==> src/rtl/ep_wire_alu_bank.sv <==
// ep_wire_alu_bank: snapshotted, sequenced shared add/sub bank between FrontPanel wire endpoints.
// Define EP_WIRE_ALU_BANK_SATURATE_EN to clamp ADD/ACC/SUB results instead of wrapping.
module ep_wire_alu_bank #(
    parameter int N_CH   = 4,
    parameter int WIDTH  = 16,
    parameter int DROP_W = 8
) (
    input  logic                    ti_clk,
    input  logic                    rst_n,
    input  logic                    start,
    input  logic                    clear,
    input  logic [2*N_CH-1:0]       mode,
    input  logic [N_CH*WIDTH-1:0]   op_a,
    input  logic [N_CH*WIDTH-1:0]   op_b,
    output logic [N_CH*WIDTH-1:0]   result,
    output logic [N_CH-1:0]         carry,
    output logic                    busy,
    output logic                    done,
    output logic [DROP_W-1:0]       drop_count
);
    localparam int IW = N_CH > 1 ? $clog2(N_CH) : 1;
    typedef enum logic [1:0] {IDLE, RUN, DONE} state_t;
    state_t state, state_nx;
    logic [IW-1:0] idx;
    logic [2*N_CH-1:0] sh_mode;
    logic [N_CH*WIDTH-1:0] sh_a, sh_b;
    logic [1:0] m;
    logic [WIDTH-1:0] a, b, prev, res;
    logic [WIDTH:0] s;
    logic last, c;
    assign m    = sh_mode[2*idx +: 2];
    assign a    = sh_a[idx*WIDTH +: WIDTH];
    assign b    = sh_b[idx*WIDTH +: WIDTH];
    assign prev = result[idx*WIDTH +: WIDTH];
    assign last = idx == IW'(N_CH-1);
    assign busy = state != IDLE;
    assign done = state == DONE;
    // WIDTH+1 bit datapath: bit WIDTH is the carry for add and the borrow for subtract
    always_comb begin
        s = m == 2'b01 ? {1'b0, a} + {1'b0, b} :
            m == 2'b10 ? {1'b0, a} - {1'b0, b} :
            m == 2'b11 ? {1'b0, prev} + {1'b0, a} : {1'b0, a};
        c = (m != 2'b00) & s[WIDTH];
`ifdef EP_WIRE_ALU_BANK_SATURATE_EN
        res = c ? (m == 2'b10 ? '0 : '1) : s[WIDTH-1:0];
`else
        res = s[WIDTH-1:0];
`endif
    end
    always_comb begin
        state_nx = clear ? IDLE :
                   state == IDLE ? (start ? RUN : IDLE) :
                   state == RUN ? (last ? DONE : RUN) : IDLE;
    end
    always_ff @(posedge ti_clk or negedge rst_n) begin
        if (!rst_n) begin
            state      <= IDLE;
            idx        <= '0;
            sh_mode    <= '0;
            sh_a       <= '0;
            sh_b       <= '0;
            result     <= '0;
            carry      <= '0;
            drop_count <= '0;
        end else begin
            state <= state_nx;
            if (clear) begin
                idx        <= '0;
                result     <= '0;
                carry      <= '0;
                drop_count <= '0;
            end else begin
                if (state == IDLE && start) begin
                    sh_mode <= mode;
                    sh_a    <= op_a;
                    sh_b    <= op_b;
                    idx     <= '0;
                end
                if (start && busy && ~&drop_count)
                    drop_count <= drop_count + 1'b1;
                if (state == RUN) begin
                    result[idx*WIDTH +: WIDTH] <= res;
                    carry[idx]                 <= c;
                    idx                        <= last ? '0 : idx + 1'b1;
                end
            end
        end
    end
endmodule

==> config.mk <==
export PLATFORM = sky130hd
export DESIGN_NAME = ep_wire_alu_bank
export DESIGN_NICKNAME = d
export VERILOG_FILES = /design/src/rtl/ep_wire_alu_bank.sv
export SDC_FILE = /design/constraint.sdc
export NUM_CORES = 1
export LEC_CHECK = 0
export ABC_AREA = 1
export ABC_CLOCK_PERIOD_IN_PS = 6450
export CAP_MARGIN = 20
export CORE_MARGIN = 5
export CORE_UTILIZATION = 55
export DETAILED_ROUTE_END_ITERATION = 10
export DONT_BUFFER_PORTS = 1
export PLACE_DENSITY_LB_ADDON = 0.05
export SETUP_SLACK_MARGIN = 0.1
export SLEW_MARGIN = 20
export SYNTH_ARGS = -nofsm -noshare
export SYNTH_HDL_FRONTEND = slang
export SYNTH_SLANG_ARGS = --single-unit
==> constraint.sdc <==
create_clock -name ti_clk -period 6.45 [get_ports ti_clk]
set_clock_uncertainty 0.05 [all_clocks]
set_input_delay 0.645 -clock ti_clk [delete_from_list [all_inputs] [get_ports ti_clk]]
set_output_delay 0.645 -clock ti_clk [all_outputs]
set_load 0.05 [all_outputs]
* Word-level counts from Yosys, hierarchy flattened
Index checks and enable logic that the tools add are counted.
** Cells by class
- Add/sub/neg operators :: 6
- Bitwise gates (word level) :: 2
- Magnitude comparators :: 2
- Eq/ne operators :: 6
- Reductions and logical operators :: 13
- Shift operators :: 6
- Muxes and demuxes :: 22
** Operators by type and width (number)
- $shiftx 64x7->16 :: 3
- $mux 64 :: 2
- $bwmux 64 :: 1
- $shift 16x34->64 const A :: 1
- $shiftx 16x34->64 :: 1
- $mux 17 :: 3
- $add 16x16->17 :: 2
- $neg 6->34 :: 1
- $sub 16x16->17 :: 1
- $mux 2 :: 8
- $mux 8 :: 2
- $add 8x1->8 const B :: 1
- $eq 2x2->1 const B :: 4
- $mux 4 :: 2
- $reduce_and 8->1 :: 1
- $reduce_bool 2->1 :: 4
- $shiftx 8x4->2 :: 1
- $bwmux 4 :: 1
- $eq 2x1->1 const B :: 2
- $logic_and 1x1->1 :: 4
- $lt 2x3->1 const B :: 1
- $reduce_bool 3->1 :: 1
- $add 2x1->2 const B :: 1
- $demux 1 s2 :: 1
- other kinds (7) :: 8
** Storage, ports and cells
- Output and inout bits :: 78
- Register bits after elaboration :: 216
- Logic and storage cells :: 65

* Logic depth before layout (Yosys ltp)
Gate-level depths: netlist (run 1).
- Depth in word-level cells :: 9
- Gate-level depth with buffers :: 23
- Depth with buffers taken out :: 19

* Worst setup path before layout (run 1)
OpenSTA, ideal clock, no wires.
- Path kind :: register to register
- Start point :: register idx[1]
- End point :: register result[30]
- Library setup time :: 0.083 ns
- Data arrival time :: 3.075 ns
- Path slack :: 3.242 ns
- Cell stages (with the launch flop) :: 23
- Path through :: dfrtp_1 buf_4 inv_2 buf_2 buf_4 buf_2 clkbuf_1 o21ai_0 o22ai_1 ha_1 inv_1 fa_1 nand3_1 nand2_1 nand2_1 nand2_1 nand2_1 nand3_1 nand3_1 nand2_1 nand2_1 nand4_1 o21ai_0
** On the way
- Cells in the longest elaborated chain, start to end :: 9
- Elaborated cells on any way between the ends :: 19
- Classes of those cells :: add/sub (4); eq/ne (3); shift (6); mux (6)
** RTL lines
- from (decl) :: line 24 : logic [IW-1:0] idx;
- from (signal assigned) :: line 84 : idx <= last ? '0 : idx + 1'b1;
- $shiftx 64x7->16, or another cell as far along :: line 34 : assign prev = result[idx*WIDTH +: WIDTH];
- $add 16x16->17 or $eq 2x2->1 (tied branches) :: line 42 : m == 2'b11 ? {1'b0, prev} + {1'b0, a} : {1'b0, a};
- $mux 17 :: line 42
- $mux 17 :: line 41 : m == 2'b10 ? {1'b0, a} - {1'b0, b} :
- $mux 17 :: line 40 : s = m == 2'b01 ? {1'b0, a} + {1'b0, b} :
- $shiftx 16x34->64 :: line 82 : result[idx*WIDTH +: WIDTH] <= res;
- $bwmux 64 (*) :: line 82
- $mux 64 (*) :: line 81 : if (state == RUN) begin
- $mux 64 (*) :: line 67 : if (clear) begin
- to (signal, indexed assignment) :: line 82
- to (decl) :: line 15 : output logic [N_CH*WIDTH-1:0] result,
Mark *: on every way between the ends. The rest lies on a longest branch, timed or not. The select of a mux whose other input is x is not followed.
A chain may end at the register's enable or synchronous reset.

* Final worst setup path (run 1)
- Start point :: register idx[0]
- End point :: register result[61]
The elaborated chain is that of the path after synthesis.

==> results of run 1 <==
[critical path, delay by kind of cell, from the launching register on]
family / cells / cell delay [ps]
fa+ha+maj: 1 / 410
compound gates: 4 / 940
buf+inv: 2 / 1090
flops: 1 / 720
simple gates: 8 / 1090
[cell type report]
class / count / area share
Clock buffer: 27 / 0.0449
Clock inverter: 13 / 0.0145
Multi-Input combinational cell: 1086 / 0.471
Antenna cell: 6 / 0.00108
Timing Repair Buffer: 12 / 0.0105
Sequential cell: 216 / 0.390
Tap cell: 313 / 0.0283
Inverter: 145 / 0.0395
[flip-flops by register name, summed over array words and instances (netlist names)]
signal	count
drop_count	8
state	2
result	64
sh_b	64
sh_a	64
carry	4
sh_mode	8
idx	2
[per-layer routing]
metal  global-route usage  up-vias
li1                     -     5053
met1                0.354     4927
met2                0.426      368
met3               0.0645       54
met4               0.0709       10
met5                    0        -
[worst min-delay path by stage]
stage               slack, ps            end  cells past startpoint  startpoint
finish                    120  drop_count[7]                      1       clear
global route              110  drop_count[1]                      1       clear
CTS                       100  drop_count[1]                      1       clear
detailed placement        310  drop_count[3]                      0       rst_n
global placement          300  drop_count[4]                      0       rst_n
floorplan                 300       carry[0]                      0       rst_n
[cell families (layout without fill, tap and decap cells)]
kind of cell,count (synthesis),count (layout)
adders and majority gates,56,56
other,0,6
and+or+nand+nor,589,589
DFF,216,216
buffers and inverters,219,197
muxes,135,135
xor gates and xnor gates,13,13
AOI/OAI and AO/OA,293,293
[power groups by stage]
stage / combinational (mW) / sequential, mW / clock [mW]
2_1_floorplan: 1.66 / 1.75 / 0
3_3_place_gp: 2.14 / 1.80 / 0
3_5_place_dp: 2.15 / 1.81 / 0
4_1_cts: 2.19 / 1.78 / 1.45
5_1_grt: 2.47 / 1.81 / 1.50
6_report: 2.21 / 1.78 / 1.42
[through the flow]
stage	total power, mW	hold WS (ps)	instances	util
floorplan	3.41	299	1521	-
global placement	3.94	304	1768	0.568
detailed placement	3.95	305	1768	0.568
CTS	5.42	103	1809	0.605
global route	5.79	108	1817	0.608
finish	5.42	116	1818	0.608
[cells in the final DEF, fill, tap and decap left out, drive strengths merged, types with 2 or more instances in the layout]
cell / count
diode: 6
clkbuf: 27
a211oi: 2
a21oi: 76
or2: 4
o211ai: 2
nor2: 108
bufinv: 4
nor3: 12
ha: 53
a22o: 9
xnor2: 3
and3: 2
nand3: 90
o22ai: 27
nand2: 345
dfrtp: 216
a32oi: 15
fa: 3
mux2: 135
xor2: 10
nand3b: 4
buf: 11
o21bai: 5
nand4: 23
o21ai: 152
inv: 145
clkinv: 8
[what timing repair did]
action,in CTS,in global routing
hold buffers,1,1
hold endpoints to repair,216,36
gates resized for setup,0,0
==> results.sh, run 1 <==
export IMPL_ctsRootBufferMaster="clkbuf_16"
export IMPL_pre_cts_slack_ps=2070
export IMPL_vias=10400
export IMPL_synth_ff_type="dfrtp_1"
export IMPL_netlist_area_um2=12800
export IMPL_fmax_ghz=0.225
export IMPL_post_cts_setup_buffer_count=0
export IMPL_grt_pass1_wl_um=55600
export IMPL_dr_pass1_iters=5
export IMPL_synth_area_leaders="dfrtp_1 42%, mux2_2 12%, nand2_1 10%"
export IMPL_synth_top_family_by_area="simple AND/OR/NAND/NOR gates"
export IMPL_drc=0
export IMPL_wl_met3_um=3030
export IMPL_post_drt_wl_per_cell_um=19.6
export IMPL_slowest_stage="dfrtp_4"
export IMPL_cp_end_kind="register"
export IMPL_max_stage_delay_ps=720
export IMPL_synth_edff_count=0
export IMPL_p_sw_mw=2.23
export IMPL_cts_tree="done"
export IMPL_cts_buffers=24
export IMPL_drt_iter0_markers=929
export IMPL_dp_hpwl_um=26200
export IMPL_netSwitchingFraction=0.411
export IMPL_area_growth_pct=8.02
export IMPL_worstSkewPairLatency_ps=540
export IMPL_final_nets=1681
export IMPL_regArea_um2=5410
export IMPL_syn_nets=1717
export IMPL_clockBufferDepth=3
export IMPL_grt_pass1_vias=10100
export IMPL_power_frac_clock=0.262
export IMPL_synth_top_cell_by_area="dfrtp_1"
export IMPL_die_w_um=163
export IMPL_synth_top_area_share=0.421
export IMPL_grt_max_degree=217
export IMPL_synth_simple_area_share=0.194
export IMPL_seq_area_frac_synth=0.421
export IMPL_timing_final_crit_share=0.688
export IMPL_synthTopCellsByCount="341 x nand2_1, 216 x dfrtp_1, 136 x inv_1"
export IMPL_setup_viol=0
export IMPL_worstMarginPinSlew_ps=918
export IMPL_cp_required_ps=6820
export IMPL_synth_avg_cell_area_um2=8.43
export IMPL_p_seq_frac=0.329
export IMPL_status="finished clean"
export IMPL_rr_startpoint="idx[0]"
export IMPL_track_usage=0.263
export IMPL_hold_viol=0
export IMPL_yosys_cell_count_top_type="nand2_1"
export IMPL_synthArstFlopShare=1.00
export IMPL_fill_cells=2038
export IMPL_synth_compound_area_frac=0.129
export IMPL_holdCritPathClass="input port to register"
export IMPL_worstSetupPathType="register to register"
export IMPL_ys_types=47
export IMPL_p_int_mw=3.19
export IMPL_dieArea_um2=26500
export IMPL_p_comb_frac=0.408
export IMPL_dr_wl_met2_um=16500
export IMPL_r2r_end="result[61]"
export IMPL_cp_data_arrival_time_ps=4810
export IMPL_setup_worst_path_end="result[61]"
export IMPL_worstPathMaxFanout=62
export IMPL_p_leak_nw=6.55
export IMPL_clock_sinks=216
export IMPL_grt_ovfl_total=0
export IMPL_h_tree_depth=1
export IMPL_irDropWorstVdd_uv=255
export IMPL_finalWirelength_um=35700
export IMPL_row_count=55
export IMPL_initial_core_util=0.563
export IMPL_slew_limit_headroom=0.386
export IMPL_antenna_found_initial=10
export IMPL_worstPathCellList="inv_2, buf_4, o21ai_0, o22ai_1, ha_1, or2_0, o21ai_2, nand2_1, nand2_1, nand3_1, nand3_1, nand2_1, nand3_1, nand4_1, o21ai_0"
export IMPL_yosys_area_share_xor_xnor=0.00888
export IMPL_start_kind="register"
export IMPL_synthAdderAreaFrac=0.0564
export IMPL_power_density_nw_per_um2=391
export IMPL_met1_length_um=15300
export IMPL_ff2ff_path_depth=15
export IMPL_min_period_ps=4440
export IMPL_maxCapViolCount=0
export IMPL_highest_signal_layer="met5"
export IMPL_multiInputGateArea_um2=6520
export IMPL_via_per_inst=5.73
export IMPL_synthMuxAreaShare=0.119
export IMPL_yosys_warnings=0
export IMPL_reg2reg_setup_slack_ps=2010
export IMPL_io_pins=218
export IMPL_core_area_um2=22800
export IMPL_rsz0062_at_grt="false"
export IMPL_die_h_um=163
export IMPL_clkTransAtPathRegs_ps=60
export IMPL_place_area_um2=12900
export IMPL_worst_slack_ps=2010
export IMPL_syn_inst=1521
export IMPL_startpoint="idx[0]"
export IMPL_layout_drive_gt1_share=0.142
export IMPL_gp_congestion=0.938
export IMPL_synth_seq_cells=216
export IMPL_postLayoutCellArea_um2=13900
export IMPL_final_setup_tns_ps=0
export IMPL_portBuffers=0
export IMPL_ant_nets=0
export IMPL_drv_slew=0
Power figures use the tool's default switching activity.
==> run 2, diff against run 1 <==
Settings changed: ABC_CLOCK_PERIOD_IN_PS 6450 to 4600.
Clock period 6.45 ns to 4.6 ns, I/O delays scaled along.
==> run 2 against run 1 <==
Net effect:
- the run now ends with hold timing left
- cell area decreased by 0.41%
- core utilization decreased by 0.25 points
- sequential share of layout area increased by 0.16 points
- worst hold slack got worse by 520 ps
- non-clock buffer count increased by 12
- flip-flop and latch count unchanged
- sequential power increased by 39%
- routed wire length decreased by 0.61%
==> results.sh, run 2 (synthesis gave the netlist of run 1 again) <==
export IMPL_drc=0
export IMPL_mostFrequentLayoutCell="nand2_1"
export IMPL_violations="hold timing"
export IMPL_start_kind="register"
export IMPL_core_area_um2=22800
export IMPL_track_usage=0.265
export IMPL_reg2reg_setup_slack_ps=780
export IMPL_irDropWorstVdd_uv=325
export IMPL_io_pins=218
export IMPL_drt_iter0_markers=816
export IMPL_grt_max_degree=217
export IMPL_initial_core_util=0.563
export IMPL_worstSkewPairLatency_ps=520
export IMPL_setup_viol=0
export IMPL_finalWirelength_um=35500
export IMPL_total_power_mw=7.38
export IMPL_cts_hold_buf=1
export IMPL_area_growth_pct=7.58
export IMPL_holdCritPathClass="input port to async pin"
export IMPL_vias=10500
export IMPL_dp_hpwl_um=26500
export IMPL_place_area_um2=13000
export IMPL_whs_ps=-402
export IMPL_worstSetupPathType="register to register"
export IMPL_via_per_inst=5.72
export IMPL_post_drt_wl_per_cell_um=19.4
export IMPL_cp_end_kind="register"
export IMPL_clockBufferDepth=3
export IMPL_portBuffers=0
export IMPL_ctsRootBufferMaster="clkbuf_16"
export IMPL_h_tree_depth=1
export IMPL_grt_pass1_vias=10200
export IMPL_rsz0062_at_grt="false"
export IMPL_layout_drive_gt1_share=0.147
export IMPL_postLayoutCellArea_um2=13800
export IMPL_post_cts_setup_buffer_count=0
export IMPL_timing_final_crit_share=0.831
export IMPL_maxCapViolCount=0
export IMPL_final_setup_tns_ps=0
export IMPL_die_w_um=163
export IMPL_status="finished, violations left"
export IMPL_cts_tree="done"
export IMPL_min_period_ps=3820
export IMPL_final_nets=1692
export IMPL_grt_ovfl_total=0
export IMPL_fmax_ghz=0.262
export IMPL_die_h_um=163
export IMPL_ant_nets=0
export IMPL_largestRegisters="result x64, sh_a x64, sh_b x64"
export IMPL_worstPathMaxFanout=70
export IMPL_clock_sinks=216
export IMPL_slew_limit_headroom=0.387
export IMPL_dr_pass1_iters=5
export IMPL_clkTransAtPathRegs_ps=60
export IMPL_cp_data_arrival_time_ps=4200
export IMPL_antenna_found_initial=8
export IMPL_cts_buffers=23
export IMPL_cp_required_ps=4980
export IMPL_p_leak_nw=6.56
export IMPL_row_count=55
export IMPL_drv_slew=0
export IMPL_gp_congestion=0.919
export IMPL_grt_pass1_wl_um=56500
export IMPL_hold_viol=216
export IMPL_final_cell_mix="341 x nand2_1, 215 x dfrtp_1, 136 x inv_1"
export IMPL_dieArea_um2=26500
export IMPL_worstMarginPinSlew_ps=916
export IMPL_power_density_nw_per_um2=535
[run 2: changes by cell type in the layout (fill, tap and decap cells not counted)]
cell	delta
clkinv_16	-1
nor4_4	-1
buf_16	-2
clkinv_2	-3
clkbuf_1	+3
clkbuf_8	+7
bufinv_16	-4
clkinvlp_4	-1
nor4_2	+1
diode_2	-3
buf_4	+14
clkbuf_16	-1
[run 2: area by class of cell]
class / count / area, um2
multi-input cells: 1086 / 6520
clock inverters: 4 / 27.5
flip-flops and latches: 216 / 5410
inverters: 145 / 547
well taps: 313 / 392
repair buffers: 24 / 195
diodes: 3 / 7.51
clock buffers: 36 / 704
fillers: 2043 / 8980
[run 2: layer usage]
layer | GRT usage | part of all wire | vias to the layer above
li1 | - | - | 5070
met2 | 0.423 | 0.45 | 351
met3 | 0.0719 | 0.088 | 49
met1 | 0.365 | 0.44 | 4972
met5 | 0 | 0.0012 | -
met4 | 0.0576 | 0.019 | 10
[run 2: worst paths after layout]
path | cells past startpoint | from | to
max in group asynchronous | 0 | rst_n | sh_b[30]
min in group ti_clk | 1 | op_b[36] | sh_b[36]
max reg2reg | 14 | idx[0] | result[23]
max | 14 | idx[0] | result[23]
min reg2reg | 1 | sh_a[23] | sh_a[23]
min | 0 | rst_n | drop_count[4]
[run 2: critical path, stage by stage, from the launching register on]
cell	delay [ps]
dfrtp_4	410
buf_4	560
buf_4	530
nor2_1	90
o21ai_0	360
ha_1	350
or2_2	320
nand3_1	90
nand2_1	130
xnor2_1	160
o21ai_1	150
nand3_1	90
nand2_1	180
nand3_1	130
o21ai_1	150
[run 2: timing repair]
action / in CTS / in global routing
hold endpoints to repair: 219 / 216
resized for setup: 0 / 0
setup endpoints to repair: 0 / 0
[run 2: report_power, final]
part	internal [mW]	leakage [nW]	switching, mW
clock network	1.05	0.364	0.736
logic	1.10	3.49	2.02
registers	2.20	2.71	0.282
total	4.34	6.56	3.04
[run 2: metrics by stage]
step            util  setup WS (ps)  hold slack, ps  cells
5_1_grt        0.606            374            -418   1826
2_1_floorplan      -           1390             114   1521
4_1_cts        0.605            772            -425   1824
3_3_place_gp   0.573            767             120   1783
6_report       0.606            779            -402   1827
3_5_place_dp   0.573            785             120   1783
